File: src/rtl/spi_cmd_pkg.sv
// Shared definitions for the SPI command master: FSM state encoding,
// default frame geometry and timing, and the slave's command codes.
package spi_cmd_pkg;

   // Default frame lengths in bits and clk cycles per timing phase
   localparam int WIDTH_CMD_DEF  = 8;
   localparam int WIDTH_DATA_DEF = 16;
   localparam int DLY_DEF        = 2;

   // Frame sequencer states
   typedef enum logic [2:0] {
      IDLE,
      SETUP,
      BIT_LO,
      BIT_HI,
      HOLD,
      GAP
   } state_e;

   // Command codes understood by the attached slave
   localparam logic [7:0] CMD_REG1      = 8'd1;
   localparam logic [7:0] CMD_REG2      = 8'd2;
   localparam logic [7:0] CMD_REG3      = 8'd3;
   localparam logic [7:0] CMD_FIFO_WR   = 8'd4;
   localparam logic [7:0] CMD_RAM_WADDR = 8'd5;
   localparam logic [7:0] CMD_RAM_RADDR = 8'd6;
   localparam logic [7:0] CMD_RAM_DATA  = 8'd7;
   localparam logic [7:0] CMD_READ_FLAG = 8'd128;

   // Turns a plain command code into its read-back variant
   function automatic logic [7:0] read_cmd(input logic [7:0] code);
      return code | CMD_READ_FLAG;
   endfunction

endpackage

File: src/rtl/spi_shift_reg.sv
// Shift register shared by the transmit and receive paths: parallel load,
// MSB-first serial out, serial in at the LSB. Synchronous active-high reset.
module spi_shift_reg
   import spi_cmd_pkg::*;
#(
   parameter int WIDTH = WIDTH_DATA_DEF
) (
   input  logic             clk,
   input  logic             rst,
   input  logic             load_i,
   input  logic [WIDTH-1:0] load_data_i,
   input  logic             shift_i,
   input  logic             serial_i,
   output logic             serial_o,
   output logic [WIDTH-1:0] data_o
);

   logic [WIDTH-1:0] sr_q;
   logic [WIDTH-1:0] sr_d;

   // Next value: load wins over shift, otherwise hold
   always_comb begin
      // NOTE: every always_comb output gets a default first so no path leaves it unassigned (no latch).
      sr_d = sr_q;
      if (load_i) begin
         sr_d = load_data_i;
      end else if (shift_i) begin
         sr_d = {sr_q[WIDTH-2:0], serial_i};
      end
   end

   // Register update
   always_ff @(posedge clk) begin
      // NOTE: sequential state uses non-blocking assignments so all flops update from pre-edge values.
      if (rst) begin
         sr_q <= '0;
      end else begin
         sr_q <= sr_d;
      end
   end

   assign serial_o = sr_q[WIDTH-1];
   assign data_o   = sr_q;

endmodule

File: src/rtl/spi_cmd_master.sv
// SPI command master: sends one command frame (on spi_cs_cmd) or one data
// frame (on spi_cs_data) per accepted request, MSB first, and returns the
// bits shifted in from spi_sdo on data read frames.
// Optional build macro SPI_CMD_MASTER_LOOPBACK_EN adds input lpbk_en, which
// routes the internal spi_sdi back into the receive path.
module spi_cmd_master
   import spi_cmd_pkg::*;
#(
   parameter int WIDTH_CMD  = WIDTH_CMD_DEF,
   parameter int WIDTH_DATA = WIDTH_DATA_DEF,
   parameter int DLY        = DLY_DEF
) (
   input  logic                  clk,
   input  logic                  rst,
   input  logic                  req_valid,
   output logic                  req_ready,
   input  logic                  req_is_cmd,
   input  logic                  req_is_read,
   input  logic [WIDTH_DATA-1:0] req_wdata,
   output logic                  rsp_valid,
   output logic [WIDTH_DATA-1:0] rsp_rdata,
   output logic                  busy,
   output logic                  spi_scl,
   output logic                  spi_sdi,
   input  logic                  spi_sdo,
`ifdef SPI_CMD_MASTER_LOOPBACK_EN
   input  logic                  lpbk_en,
`endif
   output logic                  spi_cs_cmd,
   output logic                  spi_cs_data
);

   localparam int BW = $clog2(WIDTH_DATA + 1);

   localparam logic [7:0]    DLY_LAST  = 8'(DLY - 1);
   localparam logic [BW-1:0] CMD_LAST  = BW'(WIDTH_CMD - 1);
   localparam logic [BW-1:0] DATA_LAST = BW'(WIDTH_DATA - 1);

   state_e                state_q,     state_d;
   logic [7:0]            dly_cnt_q,   dly_cnt_d;
   logic [BW-1:0]         bit_cnt_q,   bit_cnt_d;
   logic                  is_cmd_q,    is_cmd_d;
   logic                  is_read_q,   is_read_d;
   logic                  rsp_valid_q, rsp_valid_d;
   logic [WIDTH_DATA-1:0] rsp_rdata_q, rsp_rdata_d;

   logic                  sr_load;
   logic                  sr_shift;
   logic [WIDTH_DATA-1:0] sr_load_data;
   logic                  sr_msb;
   logic [WIDTH_DATA-1:0] sr_data;
   logic                  rx_bit;
   logic                  dly_done;
   logic                  frame_active;

   // Command payloads sit in the low bits; move them to the top so the
   // first bit shifted out is the command MSB.
   assign sr_load_data = req_is_cmd ? (req_wdata << (WIDTH_DATA - WIDTH_CMD)) : req_wdata;

`ifdef SPI_CMD_MASTER_LOOPBACK_EN
   assign rx_bit = lpbk_en ? spi_sdi : spi_sdo;
`else
   assign rx_bit = spi_sdo;
`endif

   // One register serves both directions: TX bits leave at the MSB while
   // RX bits enter at the LSB, so after a full data frame it holds the reply.
   spi_shift_reg #(
      .WIDTH(WIDTH_DATA)
   ) u_shift (
      .clk        (clk),
      .rst        (rst),
      .load_i     (sr_load),
      .load_data_i(sr_load_data),
      .shift_i    (sr_shift),
      .serial_i   (rx_bit),
      .serial_o   (sr_msb),
      .data_o     (sr_data)
   );

   assign dly_done = (dly_cnt_q == 8'd0);

   // Frame sequencer: next state, counters and shift control
   always_comb begin
      state_d     = state_q;
      dly_cnt_d   = dly_cnt_q;
      bit_cnt_d   = bit_cnt_q;
      is_cmd_d    = is_cmd_q;
      is_read_d   = is_read_q;
      rsp_valid_d = 1'b0;
      rsp_rdata_d = rsp_rdata_q;
      sr_load     = 1'b0;
      sr_shift    = 1'b0;

      case (state_q)
         IDLE: begin
            // req_ready is high only here, so a request arriving while a
            // frame runs is simply not seen until we return.
            if (req_valid) begin
               state_d   = SETUP;
               dly_cnt_d = DLY_LAST;
               bit_cnt_d = req_is_cmd ? CMD_LAST : DATA_LAST;
               is_cmd_d  = req_is_cmd;
               is_read_d = req_is_read & ~req_is_cmd;
               sr_load   = 1'b1;
            end
         end

         SETUP: begin
            if (dly_done) begin
               state_d   = BIT_LO;
               dly_cnt_d = DLY_LAST;
            end else begin
               dly_cnt_d = dly_cnt_q - 8'd1;
            end
         end

         BIT_LO: begin
            if (dly_done) begin
               state_d   = BIT_HI;
               dly_cnt_d = DLY_LAST;
            end else begin
               dly_cnt_d = dly_cnt_q - 8'd1;
            end
         end

         BIT_HI: begin
            // Sample and advance on the last cycle of the high phase; the
            // new MSB appears together with the falling SCL.
            if (dly_done) begin
               sr_shift  = 1'b1;
               dly_cnt_d = DLY_LAST;
               if (bit_cnt_q == '0) begin
                  state_d = HOLD;
               end else begin
                  state_d   = BIT_LO;
                  bit_cnt_d = bit_cnt_q - BW'(1);
               end
            end else begin
               dly_cnt_d = dly_cnt_q - 8'd1;
            end
         end

         HOLD: begin
            if (dly_done) begin
               state_d   = GAP;
               dly_cnt_d = DLY_LAST;
               if (is_read_q) begin
                  rsp_valid_d = 1'b1;
                  rsp_rdata_d = sr_data;
               end
            end else begin
               dly_cnt_d = dly_cnt_q - 8'd1;
            end
         end

         GAP: begin
            if (dly_done) begin
               state_d = IDLE;
            end else begin
               dly_cnt_d = dly_cnt_q - 8'd1;
            end
         end

         default: begin
            state_d   = IDLE;
            dly_cnt_d = '0;
            bit_cnt_d = '0;
         end
      endcase
   end

   // State and datapath registers; reset aborts any frame in flight
   always_ff @(posedge clk) begin
      if (rst) begin
         state_q     <= IDLE;
         dly_cnt_q   <= '0;
         bit_cnt_q   <= '0;
         is_cmd_q    <= 1'b0;
         is_read_q   <= 1'b0;
         rsp_valid_q <= 1'b0;
         rsp_rdata_q <= '0;
      end else begin
         state_q     <= state_d;
         dly_cnt_q   <= dly_cnt_d;
         bit_cnt_q   <= bit_cnt_d;
         is_cmd_q    <= is_cmd_d;
         is_read_q   <= is_read_d;
         rsp_valid_q <= rsp_valid_d;
         rsp_rdata_q <= rsp_rdata_d;
      end
   end

   // Bus pins decode straight from registered state, so each chip select
   // can only fall for the frame type latched at accept.
   assign frame_active = (state_q == SETUP) || (state_q == BIT_LO) ||
                         (state_q == BIT_HI) || (state_q == HOLD);

   assign spi_cs_cmd  = ~(frame_active &  is_cmd_q);
   assign spi_cs_data = ~(frame_active & ~is_cmd_q);
   assign spi_scl     = (state_q == BIT_HI);
   assign spi_sdi     = ((state_q == SETUP) || (state_q == BIT_LO) || (state_q == BIT_HI)) ? sr_msb : 1'b0;

   assign req_ready = (state_q == IDLE);
   assign busy      = ~req_ready;
   assign rsp_valid = rsp_valid_q;
   assign rsp_rdata = rsp_rdata_q;

endmodule

File: config.mk
export PLATFORM = sky130hd
export DESIGN_NAME = spi_cmd_master
export DESIGN_NICKNAME = d
export VERILOG_FILES = /design/src/rtl/spi_cmd_pkg.sv /design/src/rtl/spi_shift_reg.sv /design/src/rtl/spi_cmd_master.sv
export SDC_FILE = /design/constraint.sdc
export NUM_CORES = 1
export LEC_CHECK = 0
export BUFFER_PORTS_ARGS = -buffer_cell sky130_fd_sc_hd__buf_4
export CAP_MARGIN = 20
export CORE_MARGIN = 3
export CORE_UTILIZATION = 55
export CTS_CLUSTER_DIAMETER = 100
export DETAILED_ROUTE_END_ITERATION = 16
export PLACE_DENSITY = 0.78
export REMOVE_ABC_BUFFERS = 1
export SETUP_SLACK_MARGIN = 0.2
export SYNTH_ARGS = -nofsm -noshare
export SYNTH_HDL_FRONTEND = slang
export SYNTH_SLANG_ARGS = --single-unit
export TNS_END_PERCENT = 20
File: constraint.sdc
create_clock -name clk -period 2.2 [get_ports clk]
set_input_delay 0.11 -clock clk [delete_from_list [all_inputs] [get_ports clk]]
set_output_delay 0.11 -clock clk [all_outputs]
set_load 0.05 [all_outputs]
==> impl_results.md, run 1 <==
- Seq/Total Area, Yosys: just under 40%
- Maximum vdd drop: ~0.9 mV
- Combinational power share: approximately 52%
- Average size of a mapped cell: roughly 8.7 sq um
- Setup slack after layout: between 0.2 and 0.3 ns
- CP arrival: between 1.5 and 2 ns
- DR vias: 2,281
- Crit path capture type: output port
- Gr usage total: a little over a fifth
- Routed length per instance: approximately 14 um
- Initial antenna violation count: 0
- Overflow after GRT: 0
- FF+latch area: ~0.0010 sq mm
- Switch Pwr: approximately 1800 uW
- Die area: between 0.005 and 0.006 sq mm
- Clk root buf: clkbuf_8
- Max FO, Critical Path: 16
- Die Span Y: about 75 um
- Mapped cell area: 0.00261 sq mm
- Hold Crit Class: primary input to flip-flop
- Setup repair after global routing missed its margin: true
- Yosys top cell area share: just under 40%
- Min Tclk post-route: about 1.9 ns
- Worst-path clk slew: 0.09 ns
- Final slew viol count: 0
- DR vias/cell: approximately 5.8
- Antenna diode count: 0
- Total Power: between 4000 and 5000 uW
- Num rows: 24
- Initial DRC Count: between 150 and 200
- Final period utilization: roughly 87%
- Final Routed Wirelength: between 5 and 6 mm
- Synth warnings: 0
- Grt met1 use: between 30 and 40%
- Largest net degree at the start of global routing: between 50 and 60
- M2 GR Usage: a little under a third
- Routed Antenna Nets: 0
- Global-route wire length before repair: slightly above 9 mm
- Startpoint types: flip-flop
- Synth-to-layout area growth: 18.2%
- Core area: between 0.004 and 0.005 sq mm
- Switching share of power: 45.5%
- Tightest Pin Transition: 0.671 ns
- Worst-Skew Late Latency: around 0.31 ns
- Placed cell areas: slightly below 0.003 sq mm
- Max-Cap Viols: 0
- EDFF count, synth: 0
- Port Buffers: 44
- WS Path Type: flip-flop to output port
- DRC: 0
- Final core occ: 68.9%
- Power Dens Cells: 1320 mW/mm^2
- # setup viols final: 0
- Worst Clk Skew: approximately 0.0070 ns
- Final GP Congestion: between 0.8 and 0.9
- Layout cells sized above 1: between 20 and 25%
- Iteration count of the initial detailed-routing pass: 4
- Fraction of registers with async set/reset: 0%
- Place WS: approximately 0.16 ns
- Synth Register Bits: just over 50
- Vias in the first global route: slightly below 2,000
- Clk sink count: 51
- Fillers: about 360
- Initial core utilization: 58.2%
- Distinct cells, synth: 49
- H-tree depth: 2
- Top FF cell, synth: dfxtp_1
- Worst path required time: between 2 and 2.5 ns
- Worst slew margin: a little over half
- TritonCTS Buffers: 5
- Register share of total power: between 30% and 40%
- Final instance area: a little over 0.003 sq mm
- CTS tree: built
- Die X: ~75 um
- Final hold vios: 0
- Achievable Freq: about 530 MHz
- Multi-input gate area: between 0.001 and 0.0015 sq mm
- Syn Inst Count: between 200 and 300
- HPWL after DPL: around 4 mm
- Static leakage: between 0.001 and 0.0015 uW
- Busiest grt layer: met2
- Ranking of synthesized cells by area: dfxtp_1 (39%), mux2i_1 (9.2%), a21oi_1 (5.4%)
- CTS Hold Bufs: 0
- Clk pwr share: a little over an eighth
- Grt met3 use: under 10%
- Final #Nets: 364
- Leading area contributor after synthesis: dfxtp_1
- Clk buf depth: 2
- Status: completed
- Num ports: 45
- Int Pwr: about 2200 uW
[registers in the layout, summed over array words and instances (netlist names)]
register	count
rsp_rdata	16
u_shift.data_o	16
dly_cnt_q	8
bit_cnt_q	5
state_q	3
is_cmd_q	1
is_read_q	1
rsp_valid	1
[metrics by stage]
stage,setup TNS (ns),cells,hold slack (ns)
final,0,393,0.0876
after global routing,0,393,0.0812
after CTS,0,393,0.0828
after detailed placement,0,385,0.415
after global placement,0,385,0.408
after floorplan,-2.75,275,0.172
[layer usage]
| layer | up-vias | routed length (um) |
|---|---|---|
| met4 | 0 | 28 |
| met5 | - | 0 |
| li1 | 1147 | - |
| met2 | 62 | 2590 |
| met3 | 4 | 329 |
| met1 | 1068 | 2750 |
[worst max-delay path, stage by stage (launching register included)]
cell and delay [ns]:
dfxtp_1 0.46, or3_1 0.55, inv_1 0.14, buf_4 0.14
buf_4 0.19
[area by class of cell]
class / instances / area share (%)
well taps: 52 / 2.11
clock buffers: 5 / 2.23
inverters: 10 / 1.22
multi-input cells: 214 / 46.4
flip-flops and latches: 51 / 33.1
clock inverters: 3 / 0.609
repair buffers: 58 / 14.3
[placed cells by master (no fill, tap or decap), types with 9 or more instances in the layout]
master    instances
nor3_1           11
nor3b_1           9
inv_1            10
mux2i_1          24
buf_4            57
a21oi_1          28
nor2_1           33
dfxtp_1          51
a211oi_1         14
nand2_1          31
[what timing repair did]
item,CTS,global route
pin swaps,0,1
endpoints found under the setup margin,10,12
resized for setup,2,1
setup buffers,0,0
[worst paths after layout]
check / from / endpoint / slack (ns) / cells after the start
worst max-delay path: state_q[2] / req_ready / 0.30 / 4
worst min-delay path: req_is_read / is_read_q / 0.09 / 3
worst max register to register: dly_cnt_q[0] / dly_cnt_q[4] / 0.32 / 8
worst min register to register: is_read_q / is_read_q / 0.47 / 2
[power by group through the flow]
stage | sequential [uW] | combinational (uW) | clock, uW
4_1_cts | 1410 | 2100 | 551
3_3_place_gp | 1420 | 2010 | 0
6_report | 1420 | 2110 | 543
5_1_grt | 1450 | 2300 | 598
2_1_floorplan | 1370 | 1450 | 0
3_5_place_dp | 1430 | 2050 | 0
[cell usage after synthesis, types with 6 or more instances]
cell and n:
nor3b_1 9, nand2_1 31, mux2i_1 24, a211oi_1 14
buf_2 9, clkbuf_1 10, inv_1 10, a21oi_1 28
nor3_1 11, nor2_1 33, o21ai_0 6, o211ai_1 6
dfxtp_1 51
[cells by family after synthesis]
logic type               after synthesis  share of synthesized area, %
XOR/XNOR                               2                         0.672
buffers and inverters                 34                          6.34
AO/OA/AOI/OAI                         74                          20.4
adder cells (fa/ha/maj)                2                         0.960
flip-flops                            51                          39.2
AND/OR/NAND/NOR                      112                          23.3
multiplexers                          24                          9.22
Note: power is estimated with default switching activity, not from simulation.
==> inputs of run 2 (changes only) <==
CORE_UTILIZATION = 25   (was 55)
PLACE_DENSITY = not set   (was 0.78)
==> impl_results.md, run 2 (synthesis gave the netlist of run 1 again) <==
- Worst R2R Start: dly_cnt_q[1]
- Port Buffers: 44
- Worst Setup SP: dly_cnt_q[1]
- Clk buf depth: 2
- Maximum vdd drop: 0.387 mV
- Setup TNS Final: 0 ns
- Initial antenna violation count: 0
- Iteration count of the initial detailed-routing pass: 4
- Max-Cap Viols: 0
- Placed cell areas: a little over 0.003 sq mm
- Total Power: 4110 uW
- Gr usage total: between 10% and 20%
- CP arrival: 2.11 ns
- Worst Clk Skew: around 0.012 ns
- Num rows: 36
- Register share of total power: approximately 35%
- Setup slack after layout: 0.307 ns
- Initial DRC Count: between 100 and 150
- Startpoint types: flip-flop
- Num ports: 45
- DR vias: approximately 2,300
- Switching share of power: between 40% and 50%
- DRC: 0
- Die area: about 0.012 sq mm
- Worst-path clk slew: roughly 0.1 ns
- Grt met3 use: 2.39%
- Final period utilization: ~86%
- Worst path required time: 2.42 ns
- Post-Layout Cell Count: around 470
- Clk root buf: clkbuf_8
- Place WS: approximately 0.22 ns
- Routed length per instance: 13.3 um
- Final instance area: between 0.003 and 0.004 sq mm
- Cell Chain, Critical Path: inv_1 > ha_1 > nor3b_2 > buf_4 > a221oi_2 > buf_4 > a21oi_1 > a211oi_1
- Combinational power share: between 50% and 60%
- Final Routed Wirelength: about 6.3 mm
- Commonest non-fill, non-tap cell in the layout: buf_4
- Hold Crit Class: primary input to flip-flop
- Layout cells sized above 1: about a quarter
- CP Depth: 8
- Final slew viol count: 0
- Worst-Skew Late Latency: 0.31 ns
- Final #Nets: between 300 and 400
- Setup bufs post-CTS: 0
- Synth-to-layout area growth: 22.0%
- Final hold vios: 0
- Static leakage: roughly 0.0013 uW
- Min Tclk post-route: 1.89 ns
- Global-route wire length before repair: between 10 and 15 mm
- Core area: 0.00995 sq mm
- Initial core utilization: a little over a quarter
- HPWL after DPL: roughly 4.4 mm
- H-tree depth: 2
- Setup repair after global routing missed its margin: true
- Reg-to-Reg End: dly_cnt_q[4]
- Clk pwr share: between 10 and 15%
- Power Dens Cells: approximately 1300 mW/mm^2
- Largest net degree at the start of global routing: between 50 and 60
- Status: completed
- Critical path buffers and inverters: 3
- Worst Setup EP: dly_cnt_q[4]
- Busiest grt layer: met2
- CTS Hold Bufs: 0
- Reg2reg path depth: 8
- Grt met1 use: between 10 and 15%
- TritonCTS Buffers: 5
- CP most frequent cell: buf_4
- Commonest non-fill, non-tap cells in the layout: buf_4 (55), dfxtp_1 (50), nor2_1 (33)
- Die X: around 110 um
- Flop2flop setup slack: slightly above 0.3 ns
- Final GP Congestion: ~0.77
- Achievable Freq: 528 MHz
- Tightest Pin Transition: just under 0.7 ns
- WS Path Type: flip-flop to flip-flop
- Clk sink count: a little over 50
- DP Cell Count: ~460
- Routed Antenna Nets: 0
- Int Pwr: 2230 uW
- Crit path largest cell delay: slightly below 0.4 ns
- DR vias/cell: 4.83
- Die Span Y: around 110 um
- Vias in the first global route: 2,105
- M2 GR Usage: roughly 18%
- Max FO, Critical Path: 10
- # setup viols final: 0
- Crit path capture type: flip-flop
- Overflow after GRT: 0
- Slowest cell on crit path: dfxtp_1
- Worst slew margin: between 50% and 60%
- Top delay family on crit path: compound AO/OA/AOI/OAI gates
- Antenna diode count: 0
- Switch Pwr: around 1900 uW
- CTS tree: built
[run 2: cell types whose count changed in the layout (fill, tap and decap cells not counted)]
cell | previous run | this run
clkinv_4 | 0 | 1
and2_1 | 2 | 1
dfxtp_2 | 0 | 1
dfxtp_1 | 51 | 50
inv_6 | 1 | 2
clkinv_2 | 2 | 0
buf_4 | 57 | 55
and2_4 | 0 | 1
[run 2: worst reg2reg max path: stages (launching register included)]
cell      delay (ns)
dfxtp_1         0.39
inv_1           0.06
ha_1            0.22
nor3b_2         0.21
buf_4           0.17
a221oi_2        0.20
buf_4           0.20
a21oi_1         0.08
a211oi_1        0.27
[run 2: worst min-delay path by stage]
stage	depth (start not counted)	start	to	slack [ns]
finish	3	req_is_read	is_read_q	0.1
global placement	3	req_is_read	is_read_q	0.41
detailed placement	3	req_is_read	is_read_q	0.41
floorplan	1	rst	u_shift.data_o[13]	0.17
global route	3	req_is_read	is_read_q	0.09
CTS	3	req_is_read	is_read_q	0.08
[run 2: metrics by stage]
step,hold slack (ns),util (%)
after global placement,0.414,30.8
after CTS,0.0850,31.8
after floorplan,0.172,-
final,0.0969,31.9
after global routing,0.0874,31.9
after detailed placement,0.411,30.8
[run 2: final cells by class]
class | instances | area (sq um)
fill | 1019 | 6780
multi-input combinational | 214 | 1430
sequential | 51 | 1020
timing repair buffer | 56 | 424
tap | 133 | 166
clock buffer | 5 | 68.8
inverter | 10 | 37.5
clock inverter | 3 | 26.3
[run 2: routing by layer]
| layer | part of all wire, % | wire, um |
|---|---|---|
| met3 | 4.6 | 290 |
| met4 | 1.5 | 97 |
| met5 | 0 | 0 |
| met2 | 46 | 2870 |
| met1 | 48 | 3040 |
[run 2: power by group through the flow]
stage | Sequential (uW) | Clock [uW] | Combinational, uW
floorplan | 1370 | 0 | 1450
global placement | 1430 | 0 | 2040
detailed placement | 1440 | 0 | 2060
CTS | 1420 | 598 | 2090
global route | 1460 | 630 | 2350
finish | 1420 | 576 | 2110
[run 2: repair_timing]
item	4_1_cts	5_1_grt
gates resized for setup	1	4
setup endpoints to repair	1	18
gates cloned	0	0
